<file path="src/rtl/present_pkg.sv">
// Shared constants, S-box tables and controller state type for the PRESENT-80 cores.
package present_pkg;

  localparam int ROUNDS = 31;
  localparam int KEY_W  = 80;
  localparam int BLK_W  = 64;

  localparam logic [4:0] RC_FIRST = 5'd1;
  localparam logic [4:0] RC_LAST  = 5'(ROUNDS);

  localparam logic DIR_FWD = 1'b0;
  localparam logic DIR_INV = 1'b1;

  localparam logic [3:0] SBOX [16] = '{
    4'hC, 4'h5, 4'h6, 4'hB, 4'h9, 4'h0, 4'hA, 4'hD,
    4'h3, 4'hE, 4'hF, 4'h8, 4'h4, 4'h7, 4'h1, 4'h2
  };

  localparam logic [3:0] SBOX_INV [16] = '{
    4'h5, 4'hE, 4'hF, 4'h8, 4'hC, 4'h1, 4'h2, 4'hD,
    4'hB, 4'h4, 4'h6, 4'h3, 4'h0, 4'h7, 4'h9, 4'hA
  };

  typedef enum logic [1:0] {
    IDLE,
    KEYEXP,
    ROUND,
    DONE
  } fsm_t;

endpackage

</file>
<file path="src/rtl/present_key_step.sv">
// One PRESENT-80 key-schedule step, forward or inverse, selected by dir.
module present_key_step
  import present_pkg::*;
(
  input  logic [KEY_W-1:0] k,
  input  logic [4:0]       rc,
  input  logic             dir,
  output logic [KEY_W-1:0] k_next
);

  logic [KEY_W-1:0] fwd_rot;
  logic [KEY_W-1:0] fwd_key;
  logic [KEY_W-1:0] inv_pre;
  logic [KEY_W-1:0] inv_key;

  // Forward: rotate left by 61, S-box the top nibble, fold in the counter.
  assign fwd_rot = {k[18:0], k[79:19]};
  assign fwd_key = {SBOX[fwd_rot[79:76]], fwd_rot[75:20],
                    fwd_rot[19:15] ^ rc, fwd_rot[14:0]};

  // Inverse undoes the forward steps in reverse order, ending with a right rotate by 61.
  assign inv_pre = {SBOX_INV[k[79:76]], k[75:20], k[19:15] ^ rc, k[14:0]};
  assign inv_key = {inv_pre[60:0], inv_pre[79:61]};

  assign k_next = (dir == DIR_INV) ? inv_key : fwd_key;

endmodule

</file>
<file path="src/rtl/present_dec_ctrl.sv">
// Iterative PRESENT-80 decryption: expands the key forward to round 32, then
// runs 31 inverse rounds, one per clock, between two valid/ready handshakes.
module present_dec_ctrl
  import present_pkg::*;
(
  input  logic             clock,
  input  logic             reset_n,
  input  logic             in_valid,
  output logic             in_ready,
  input  logic [BLK_W-1:0] ciphertext,
  input  logic [KEY_W-1:0] key,
  output logic             out_valid,
  input  logic             out_ready,
  output logic [BLK_W-1:0] plaintext,
  output logic             busy
);

  fsm_t             fsm;
  fsm_t             fsm_next;
  logic [BLK_W-1:0] state;
  logic [KEY_W-1:0] keyreg;
  logic [4:0]       rc;
  logic [KEY_W-1:0] key_next;
  logic             key_dir;
  logic [BLK_W-1:0] round_in;
  logic [BLK_W-1:0] perm;
  logic [BLK_W-1:0] state_next;

  assign key_dir = (fsm == ROUND) ? DIR_INV : DIR_FWD;

  present_key_step u_key_step (
    .k      (keyreg),
    .rc     (rc),
    .dir    (key_dir),
    .k_next (key_next)
  );

  // Key addition doubles as the final whitening once keyreg holds round key 1.
  assign round_in  = state ^ keyreg[79:16];
  assign plaintext = round_in;

  always_comb begin
    perm = '0;
    for (int j = 0; j < BLK_W; j++) begin
      perm[4*(j%16) + j/16] = round_in[j];
    end
  end

  always_comb begin
    state_next = '0;
    for (int n = 0; n < BLK_W/4; n++) begin
      state_next[4*n +: 4] = SBOX_INV[perm[4*n +: 4]];
    end
  end

  always_ff @(posedge clock or negedge reset_n) begin
    if (!reset_n) begin
      fsm <= IDLE;
    end else begin
      fsm <= fsm_next;
    end
  end

  always_comb begin
    fsm_next = fsm;
    case (fsm)
      IDLE:    if (in_valid)        fsm_next = KEYEXP;
      KEYEXP:  if (rc == RC_LAST)   fsm_next = ROUND;
      ROUND:   if (rc == RC_FIRST)  fsm_next = DONE;
      DONE:    if (out_ready)       fsm_next = IDLE;
      default:                      fsm_next = IDLE;
    endcase
  end

  always_comb begin
    in_ready  = 1'b0;
    out_valid = 1'b0;
    busy      = 1'b0;
    case (fsm)
      IDLE:    in_ready  = 1'b1;
      KEYEXP:  busy      = 1'b1;
      ROUND:   busy      = 1'b1;
      DONE:    out_valid = 1'b1;
      default: in_ready  = 1'b0;
    endcase
  end

  // rc counts up through the schedule and back down through the rounds, saturating at the ends.
  always_ff @(posedge clock or negedge reset_n) begin
    if (!reset_n) begin
      state  <= '0;
      keyreg <= '0;
      rc     <= '0;
    end else begin
      case (fsm)
        IDLE: begin
          if (in_valid && in_ready) begin
            state  <= ciphertext;
            keyreg <= key;
            rc     <= RC_FIRST;
          end
        end
        KEYEXP: begin
          keyreg <= key_next;
          if (rc != RC_LAST) rc <= rc + 5'd1;
        end
        ROUND: begin
          state  <= state_next;
          keyreg <= key_next;
          if (rc != RC_FIRST) rc <= rc - 5'd1;
        end
        default: ;
      endcase
    end
  end

endmodule

</file>
<file path="config.mk">
export PLATFORM = sky130hd
export DESIGN_NAME = present_dec_ctrl
export DESIGN_NICKNAME = d
export VERILOG_FILES = /design/src/rtl/present_pkg.sv /design/src/rtl/present_key_step.sv /design/src/rtl/present_dec_ctrl.sv
export SDC_FILE = /design/constraint.sdc
export NUM_CORES = 1
export LEC_CHECK = 0
export ABC_AREA = 1
export BUFFER_PORTS_ARGS = -buffer_cell sky130_fd_sc_hd__buf_2
export CAP_MARGIN = 20
export CORE_MARGIN = 8
export CORE_UTILIZATION = 60
export CTS_CLUSTER_DIAMETER = 120
export DETAILED_ROUTE_END_ITERATION = 8
export PLACE_DENSITY_LB_ADDON = 0.08
export SLEW_MARGIN = 30
export SYNTH_ARGS = -nofsm -noshare
export SYNTH_HDL_FRONTEND = slang
export SYNTH_HIERARCHICAL = 1
export SYNTH_SLANG_ARGS = --single-unit
</file>
<file path="constraint.sdc">
create_clock -name clock -period 3.4 [get_ports clock]
set_input_delay 0.17 -clock clock [delete_from_list [all_inputs] [get_ports clock]]
set_output_delay 0.17 -clock clock [all_outputs]
set_load 0.1 [all_outputs]
</file>
==> reports/results.tsv, run 1 <==
metric	value	unit
status	finished, violations left	
failed_checks	negative hold slack	
die_w	165	um
cp_slowest_cell	buf_4	
ys_ff_latch	151	
yosysSeqAreaShare	28.5	%
wl_per_cell	17.4	um
fin_crit_sh	80.8	%
synthCells	2096	
clockBufferDepth	2	
initial_core_util	61.0	%
cp-endpoint	busy	
via_per_inst	5.69	
post_cts_buffers	0	
yosys_warnings	6	
crit_path_start_kind	register	
synth_cell_types	28	
crit_chain	inv_1 > ha_2 > buf_4 > buf_2	
finClkSkew	0.0144	ns
cts-htree-levels	4	
antenna_found_initial	0	
r2r_start	fsm[0]$_DFFE_PN0P_	
r2r_end	state[54]$_DFFE_PN0P_	
ant_nets	0	
synthTopCellsByArea	dfrtp_1, nand2_1, ha_1	
core_area	0.0218	sq mm
rsz0062_at_grt	false	
vias	14709	
gp_congestion	0.969	
slew_violations	0	
synth_top_cell_by_area	dfrtp_1	
required	3.23	ns
grt_max_degree	120	
drv_cap	0	
grt_pass1_vias	13515	
cts_made_buffers	17	
hold_class	primary input to register	
max_freq	364	MHz
dieArea	0.0271	sq mm
num_rows	54	
path_class	register to output port	
setup_violations	0	
antennaDiodeCount	0	
synth_area	0.0133	sq mm
ff2ff_path_depth	7	
holdWs	-0.00290	ns
worst_pin_slew	0.863	ns
grt_overflow	0	
clkTransAtPathRegs	0.08	ns
layout-drive-gt1-share	12.1	%
slew_headroom	42.5	%
cts_tree	yes	
grt_usage	32.9	%
slowest_delay	0.66	ns
cp.arrival	2.58	ns
first_pass_iters	7	
hold_violations	1	
clock-root-buffer	clkbuf_16	
syn_avg_cell_area	6.33	sq um
detailed_place_hpwl	33900	um
clk_latency	0.44	ns
routed_wl	45000	um
syn2layout_area_growth	16.1	%
rrSetupSlack	1.03	ns
ioPinCount	215	
crit_start	fsm[0]$_DFFE_PN0P_	
fill_cells	1882	
fp.dieH	165	um
whs_path_depth	3	
drc	0	
io_buffer_count	214	
yosysTopAreaCellShare	28.5	%
clock-sinks	151	
nNetsFinal	2554	
fin_setup_tns	0	ns
period_needed	2.75	ns
worstPathMaxFanout	81	
worst_setup_path_end_kind	output port	
synth_fp_nets	2360	
grt_first_pass_wirelength	70800	um
drt_iter0_drc	1858	
==> cell type report <==
type	count	area [sq um]	area share (%)
multi-input cells	1629	8220	53.3
flip-flops and latches	151	3780	24.5
repair buffers	259	1570	10.2
inverters	232	873	5.67
clock buffers	17	425	2.76
well taps	280	350	2.27
clock inverters	15	201	1.31
==> worst max-delay path: cells and delay by family (launching register included) <==
family | cells | cell delay [ns]
DFF | 1 | 0.41
buffers and inverters | 3 | 1.35
adders and majority gates | 1 | 0.36
==> sequential cells by signal, summed over array words and instances, names as in the netlist <==
register,count
fsm,2
state,64
rc,5
keyreg,80
==> synthesized netlist by cell type (all sizes together) <==
cell type and number:
o21ai 76, buf 58, o211ai 1, xor2 15, nand2 750, nand4 1
xnor2 22, ha 116, inv 232, and2 1, nand3b 33, a21oi 78
nand3 250, or2 11, a31oi 80, dfrtp 151, o22ai 1, nor2 194
clkbuf 26
==> what timing repair did <==
item / 4_1_cts / 5_1_grt
resized for setup: 0 / 0
hold buffers: 35 / 0
endpoints found under the hold margin: 98 / 0
==> metal layers <==
layer	global-route usage [%]	vias up	part of all wire, %
li1	-	7060	-
met1	44.8	6763	41
met2	51.2	783	44
met3	6.53	103	11
met4	11.6	0	3.5
met5	0	-	0
==> kinds of logic (layout without fill, tap and decap cells) <==
logic type,after synthesis,after routing,share of synthesized area [%]
compound gates,236,236,9.71
xor+xnor,37,37,2.44
fa+ha+maj,116,116,10.9
buf+inv,316,523,9.86
flops,151,151,28.5
simple gates,1240,1240,38.6
==> how the worst min path moves through the flow <==
stage | start | to
after CTS | key[18] | keyreg[18]$_DFFE_PN0P_
after floorplan | reset_n | fsm[0]$_DFFE_PN0P_
after global placement | reset_n | state[37]$_DFFE_PN0P_
after global routing | key[63] | keyreg[63]$_DFFE_PN0P_
after detailed placement | reset_n | state[37]$_DFFE_PN0P_
final | key[63] | keyreg[63]$_DFFE_PN0P_
==> placed cells by master (no fill, tap or decap) <==
master and instances:
dlygate4sd3_1 35, ha_1 114, ha_2 1, o21ai_4 1
nor2_1 193, inv_2 5, inv_1 226, xor2_1 15
xnor2_1 22, a31oi_1 80, clkinv_4 2, o211ai_1 1
buf_12 5, o21ai_1 3, inv_8 4, and2_4 1
inv_4 1, inv_12 1, ha_4 1, nor2_2 1
inv_6 1, nand2_1 750, o21ai_0 72, a21oi_1 78
nand3_1 250, nand3b_1 33, or2_2 11, nand4_1 1
dfrtp_1 151, o22ai_1 1, buf_6 1, clkinv_8 7
buf_4 5, buf_2 213, clkbuf_16 17
==> stage by stage <==
stage	instance area [sq um]	setup slack [ns]	hold WS, ns	util, %	std cells
global route	15400	0.549	0.0151	70.8	2583
global placement	14400	1.18	0.216	66.3	2516
finish	15400	0.654	-0.00290	70.8	2583
floorplan	13300	0.872	-0.126	-	2096
detailed placement	14400	1.06	0.221	66.3	2516
CTS	15400	0.652	0.000179	70.8	2583
Power of run 1 is not shown: default switching activity piles up to over one toggle a cycle in this logic, so the estimate is an artifact.
==> run 2, diff against run 1 <==
--- a/config.mk
+++ b/config.mk
@@ -9,7 +9,7 @@
 export BUFFER_PORTS_ARGS = -buffer_cell sky130_fd_sc_hd__buf_2
 export CAP_MARGIN = 20
 export CORE_MARGIN = 8
-export CORE_UTILIZATION = 60
+export CORE_UTILIZATION = 53
 export CTS_CLUSTER_DIAMETER = 120
 export DETAILED_ROUTE_END_ITERATION = 8
 export PLACE_DENSITY_LB_ADDON = 0.08
==> constraint.sdc (replaced) <==
create_clock -name clock -period 2.36 [get_ports clock]
set_input_delay 0.118 -clock clock [delete_from_list [all_inputs] [get_ports clock]]
set_output_delay 0.118 -clock clock [all_outputs]
set_load 0.1 [all_outputs]
==> reports/results.tsv, run 2 (synthesis results as in run 1) <==
metric	value	unit	change
dieArea	0.0304	sq mm	was 0.0271 sq mm
fin_crit_sh	87.0	%	
finClkSkew	0.0165	ns	was 0.0144 ns
period_needed	2.05	ns	
clock-root-buffer	clkbuf_16		unchanged
fp.dieH	174	um	was 165 um
detailed_place_hpwl	35500	um	was 33,900 um
ioPinCount	215		unchanged
via_per_inst	5.46		was 5.69
grt_usage	30.7	%	was 32.9%
wl_per_cell	17.5	um	was 17.4 um
fin_setup_tns	0	ns	unchanged
routed_wl	47300	um	was 45,000 um
initial_core_util	53.3	%	was 61.0%
crit_path_start_kind	register		unchanged
hold_class	primary input to register		unchanged
drv_cap	0		unchanged
multi_input_area	0.00835	sq mm	was 0.00822 sq mm
largest_register_ffs	80		unchanged
cts_tree	yes		unchanged
max_freq	487	MHz	
grt_first_pass_wirelength	74900	um	was 70,800 um
antennaDiodeCount	0		unchanged
holdWs	0.00862	ns	was -0.00290 ns
worstPathMaxFanout	85		was 81
io_buffer_count	214		unchanged
clockBufferDepth	2		unchanged
largest-register	keyreg		unchanged
final_cell_mix	nand2_1, nand3_1, inv_1, buf_2, nor2_1		unchanged
rrSetupSlack	0.31	ns	was 1.03 ns
fill_cells	2301		was 1,882
status	completed		was finished, violations left
rsz0062_at_grt	false		unchanged
drc	0		unchanged
final_common_cell	nand2_1		unchanged
setup_violations	0		unchanged
cts_made_buffers	17		unchanged
nNetsFinal	2623		was 2,554
num_rows	58		was 54
cp.arrival	2.41	ns	was 2.58 ns
slew_violations	0		unchanged
ant_nets	0		unchanged
vias	14742		was 14,709
layout-drive-gt1-share	13.4	%	was 12.1%
syn2layout_area_growth	23.2	%	was 16.1%
cts-htree-levels	4		unchanged
slew_headroom	54.7	%	was 42.5%
path_class	register to register		was register to output port
worst_setup_path_end_kind	register		was output port
cts_resized	0		unchanged
grt_max_degree	94		was 120
worst_pin_slew	0.679	ns	was 0.863 ns
grt_pass1_vias	13744		was 13,515
clk_latency	0.43	ns	was 0.44 ns
antenna_found_initial	0		unchanged
required	2.72	ns	was 3.23 ns
gp_congestion	0.915		was 0.969
seqCellArea	0.00378	sq mm	unchanged
top_regs	keyreg x80, state x64, rc x5		unchanged
grt_overflow	0		unchanged
core_area	0.0249	sq mm	was 0.0218 sq mm
drt_iter0_drc	1646		was 1,858
first_pass_iters	7		unchanged
die_w	174	um	was 165 um
clkTransAtPathRegs	0.08	ns	about the same
clock-sinks	151		unchanged
hold_violations	0		was 1
## run 2: cell count changes in the layout (fill, tap and decap cells not counted), sizes merged
cell | before | now
dlygate4sd3 | 35 | 91
buf | 224 | 237
clkinv | 9 | 6
inv | 238 | 240
bufinv | 0 | 1
## run 2: repair_timing
action	4_1_cts	5_1_grt
hold buffers	91	0
hold endpoints to repair	145	0
setup buffers	0	0
## run 2: worst max-delay path, stage by stage, from the launching register on
cell	delay, ns
dfrtp_1	0.44
inv_1	0.11
ha_2	0.38
inv_2	0.12
o21ai_4	0.27
buf_12	0.33
nor2_1	0.08
a31oi_1	0.18
## run 2: metal layers
metal  GRT usage, %  vias up  part of all wire [%]
met3           5.34       81                   7.8
met1           41.9     6844                    44
met4           11.0        0                   3.0
li1               -     7174                     -
met5              0        -                     0
met2           48.2      643                    45
## run 2: area by class of cell
type / count / area share (%)
timing repair buffer: 328 / 14.2
sequential: 151 / 23.1
inverter: 232 / 5.34
clock inverter: 15 / 1.21
clock buffer: 17 / 2.60
tap: 330 / 2.52
multi-input combinational: 1629 / 51.0
## run 2: path summary, 6_finish.rpt
path	cells after the start	to	start
worst max-delay path	7	keyreg[68]$_DFFE_PN0P_	fsm[1]$_DFFE_PN0P_
worst min-delay path	3	keyreg[34]$_DFFE_PN0P_	key[34]
worst max register to register	7	keyreg[68]$_DFFE_PN0P_	fsm[1]$_DFFE_PN0P_
worst min register to register	2	state[23]$_DFFE_PN0P_	state[23]$_DFFE_PN0P_
max in group asynchronous	3	state[31]$_DFFE_PN0P_	reset_n
min in group asynchronous	2	state[19]$_DFFE_PN0P_	reset_n
## run 2: stage by stage
step           instance area [sq um]  std cells  setup WS (ns)  util [%]
3_3_place_gp                   14800       2579          0.435      59.6
4_1_cts                        16400       2702          0.294      65.7
6_report                       16400       2702          0.308      65.7
2_1_floorplan                  13400       2096         0.0964         -
5_1_grt                        16400       2702          0.182      65.7
3_5_place_dp                   14800       2579          0.367      59.6
Power of run 2 is left out for the same reason.
==> run 3, diff against run 2 <==
--- a/config.mk
+++ b/config.mk
@@ -16,5 +16,4 @@
 export SLEW_MARGIN = 30
 export SYNTH_ARGS = -nofsm -noshare
 export SYNTH_HDL_FRONTEND = slang
-export SYNTH_HIERARCHICAL = 1
 export SYNTH_SLANG_ARGS = --single-unit
==> constraint.sdc (replaced) <==
create_clock -name clock -period 2.36 [get_ports clock]
set_input_delay 0.118 -clock clock [delete_from_list [all_inputs] [get_ports clock]]
set_output_delay 0.118 -clock clock [all_outputs]
set_load 0.01 [all_outputs]
==> reports/results.tsv, run 3 <==
metric	value	unit	change
antennaDiodeCount	0		unchanged
synth_top_family_by_area	simple AND/OR/NAND/NOR gates		unchanged
crit_path_start_kind	register		unchanged
final_common_cell	nand2_1		unchanged
rsz0062_at_grt	false		unchanged
fin_setup_tns	0	ns	unchanged
yosys-top-cells-count	nand2_1, nand3_1, inv_1		unchanged
ff2ff_path_depth	7		unchanged
yosysSeqAreaShare	29.3	%	was 28.5%
setup_violations	0		unchanged
syn2layout_area_growth	19.9	%	was 23.2%
ys.flop_type	dfrtp_1		unchanged
hold_violations	0		unchanged
synthXorXnorAreaFrac	2.51	%	was 2.44%
num_rows	57		was 58
cp_slowest_cell	dfrtp_1		unchanged
dpl_worst_slack	0.281	ns	was 0.367 ns
grt_pass1_vias	13214		was 13,744
wl_per_cell	19.3	um	was 17.5 um
synth_most_common_cell	nand2_1		unchanged
initial_core_util	53.5	%	was 53.3%
status	completed		unchanged
clockBufferDepth	2		unchanged
required	2.69	ns	was 2.72 ns
dieArea	0.0296	sq mm	was 0.0304 sq mm
rrSetupSlack	0.17	ns	was 0.31 ns
cts_made_buffers	17		unchanged
layout-drive-gt1-share	14.2	%	was 13.4%
synthAdderAreaFrac	11.2	%	was 10.9%
fp.dieH	172	um	was 174 um
die_w	172	um	was 174 um
largest-register	keyreg		unchanged
synthCells	1928		was 2,096
clock-root-buffer	clkbuf_16		unchanged
largest_register_ffs	80		unchanged
yosysTopAreaCellShare	29.3	%	was 28.5%
synthMuxAreaShare	0	%	unchanged
core_area	0.0241	sq mm	was 0.0249 sq mm
routed_wl	48300	um	was 47,300 um
grt_overflow	0		unchanged
nNetsFinal	2430		was 2,623
via_per_inst	5.64		was 5.46
min-delay-start	key[48]		was key[34]
yosys_warnings	0		was 6
drv_cap	0		unchanged
worst_setup_path_end_kind	register		unchanged
fill_cells	2272		was 2,301
drt_iter0_drc	1584		was 1,646
synth-edff-count	0		unchanged
max_freq	457	MHz	was 487 MHz
finClkSkew	0.0117	ns	was 0.0165 ns
path_class	register to register		unchanged
detailed_place_hpwl	37000	um	was 35,500 um
cp.arrival	2.52	ns	was 2.41 ns
hold_class	primary input to register		unchanged
synth_fp_nets	2191		was 2,360
antenna_found_initial	0		unchanged
clkTransAtPathRegs	0.07	ns	was 0.08 ns
top_regs	keyreg x80, state x64, rc x5		unchanged
grt_first_pass_wirelength	74100	um	was 74,900 um
worst_pin_slew	0.662	ns	was 0.679 ns
cts-htree-levels	4		unchanged
synth_area	0.0129	sq mm	was 0.0133 sq mm
ant_nets	0		unchanged
synthSimpleGateAreaFrac	31.0	%	was 38.6%
slew_headroom	55.9	%	was 54.7%
first_pass_iters	6		was 7
vias	14133		was 14,742
gp_congestion	0.986		was 0.915
r2r_end	keyreg[50]$_DFFE_PN0P_		was keyreg[68]$_DFFE_PN0P_
whs_path_depth	3		unchanged
synth_top_cell_by_area	dfrtp_1		unchanged
grt_usage	32.5	%	was 30.7%
synth_cell_types	26		was 28
worstPathMaxFanout	94		was 85
slew_violations	0		unchanged
period_needed	2.19	ns	was 2.05 ns
ioPinCount	215		unchanged
crit_chain	inv_1 > ha_1 > inv_4 > buf_12 > a21oi_1 > o21ai_0 > a22oi_1		was inv_1 > ha_2 > inv_2 > o21ai_4 > buf_12 > nor2_1 > a31oi_1
io_buffer_count	214		unchanged
slowest_delay	0.43	ns	was 0.44 ns
clk_latency	0.44	ns	was 0.43 ns
drc	0		unchanged
r2r_start	fsm[1]$_DFFE_PN0P_		unchanged
grt_max_degree	95		was 94
synthTopCellsByArea	dfrtp_1, nand2_1, ha_1		unchanged
ys_ff_latch	151		unchanged
fin_crit_sh	92.8	%	was 87.0%
synthArstFlopShare	100	%	unchanged
syn_avg_cell_area	6.69	sq um	was 6.33 sq um
final_cell_mix	nand2_1, nand3_1, buf_2, inv_1, a21oi_1		was nand2_1, nand3_1, inv_1, buf_2, nor2_1
clock-sinks	151		unchanged
min_to	keyreg[48]$_DFFE_PN0P_		was keyreg[34]$_DFFE_PN0P_
fin_ws	0.170	ns	was 0.308 ns
post_cts_buffers	0		unchanged
synth-compound-area-share	16.4	%	was 9.71%
cts_tree	yes		unchanged
-- run 3: cell types whose count changed after synthesis, moves of 32 or more --
cell | before | now
nand2_1 | 750 | 506
a21oi_1 | 78 | 207
a31oi_1 | 80 | 0
nor2_1 | 193 | 134
a22oi_1 | 0 | 36
o211ai_1 | 1 | 34
o21ai_0 | 72 | 104
-- run 3: cell type report --
type                       count  area, sq um  area share, %
clock buffer                  19          443           2.86
clock inverter                13          131          0.849
inverter                     214          806           5.21
multi-input combinational   1477         7910           51.1
sequential                   151         3780           24.4
tap                          324          405           2.62
timing repair buffer         306         2000           12.9
-- run 3: repair_timing --
| action | in CTS | in global routing |
|---|---|---|
| gates resized for setup | 0 | 0 |
| endpoints found under the hold margin | 109 | 1 |
| hold buffers | 50 | 1 |
-- run 3: critical path, delay by kind of cell, from the launching register on --
family          cells  cell delay, ns
fa+ha+maj           1            0.39
buf+inv             3            0.39
flops               1            0.43
compound gates      3            0.85
-- run 3: routing by layer --
metal	GRT usage [%]	wire length [um]
met1	42.7	20400
met2	51.4	21700
met3	5.68	3930
met4	15.0	2290
met5	0	0
-- run 3: per-stage QoR --
step,utilization [%],hold WS [ns],cells,cell area (sq um)
after floorplan,-,-0.178,1928,12900
after global placement,59.7,0.173,2421,14400
after detailed placement,59.7,0.168,2421,14400
after CTS,64.1,0.000206,2503,15500
after global routing,64.2,0.0148,2504,15500
final,64.2,0.00302,2504,15500
-- run 3: kinds of logic (layout without fill, tap and decap cells) --
logic type / after synthesis / in the layout
flip-flops: 151 / 151
AO/OA/AOI/OAI: 387 / 387
buffers and inverters: 300 / 552
XOR/XNOR: 37 / 37
adder cells (fa/ha/maj): 115 / 115
AND/OR/NAND/NOR: 938 / 938
-- run 3: how the worst max path moves through the flow --
stage | from | to | cells past startpoint
floorplan | keyreg[18]$_DFFE_PN0P_ | state[8]$_DFFE_PN0P_ | 13
global placement | fsm[0]$_DFFE_PN0P_ | keyreg[1]$_DFFE_PN0P_ | 8
detailed placement | fsm[1]$_DFFE_PN0P_ | keyreg[50]$_DFFE_PN0P_ | 7
CTS | fsm[1]$_DFFE_PN0P_ | keyreg[59]$_DFFE_PN0P_ | 7
global route | fsm[0]$_DFFE_PN0P_ | keyreg[59]$_DFFE_PN0P_ | 7
finish | fsm[1]$_DFFE_PN0P_ | keyreg[50]$_DFFE_PN0P_ | 7
Power of run 3 is left out for the same reason.
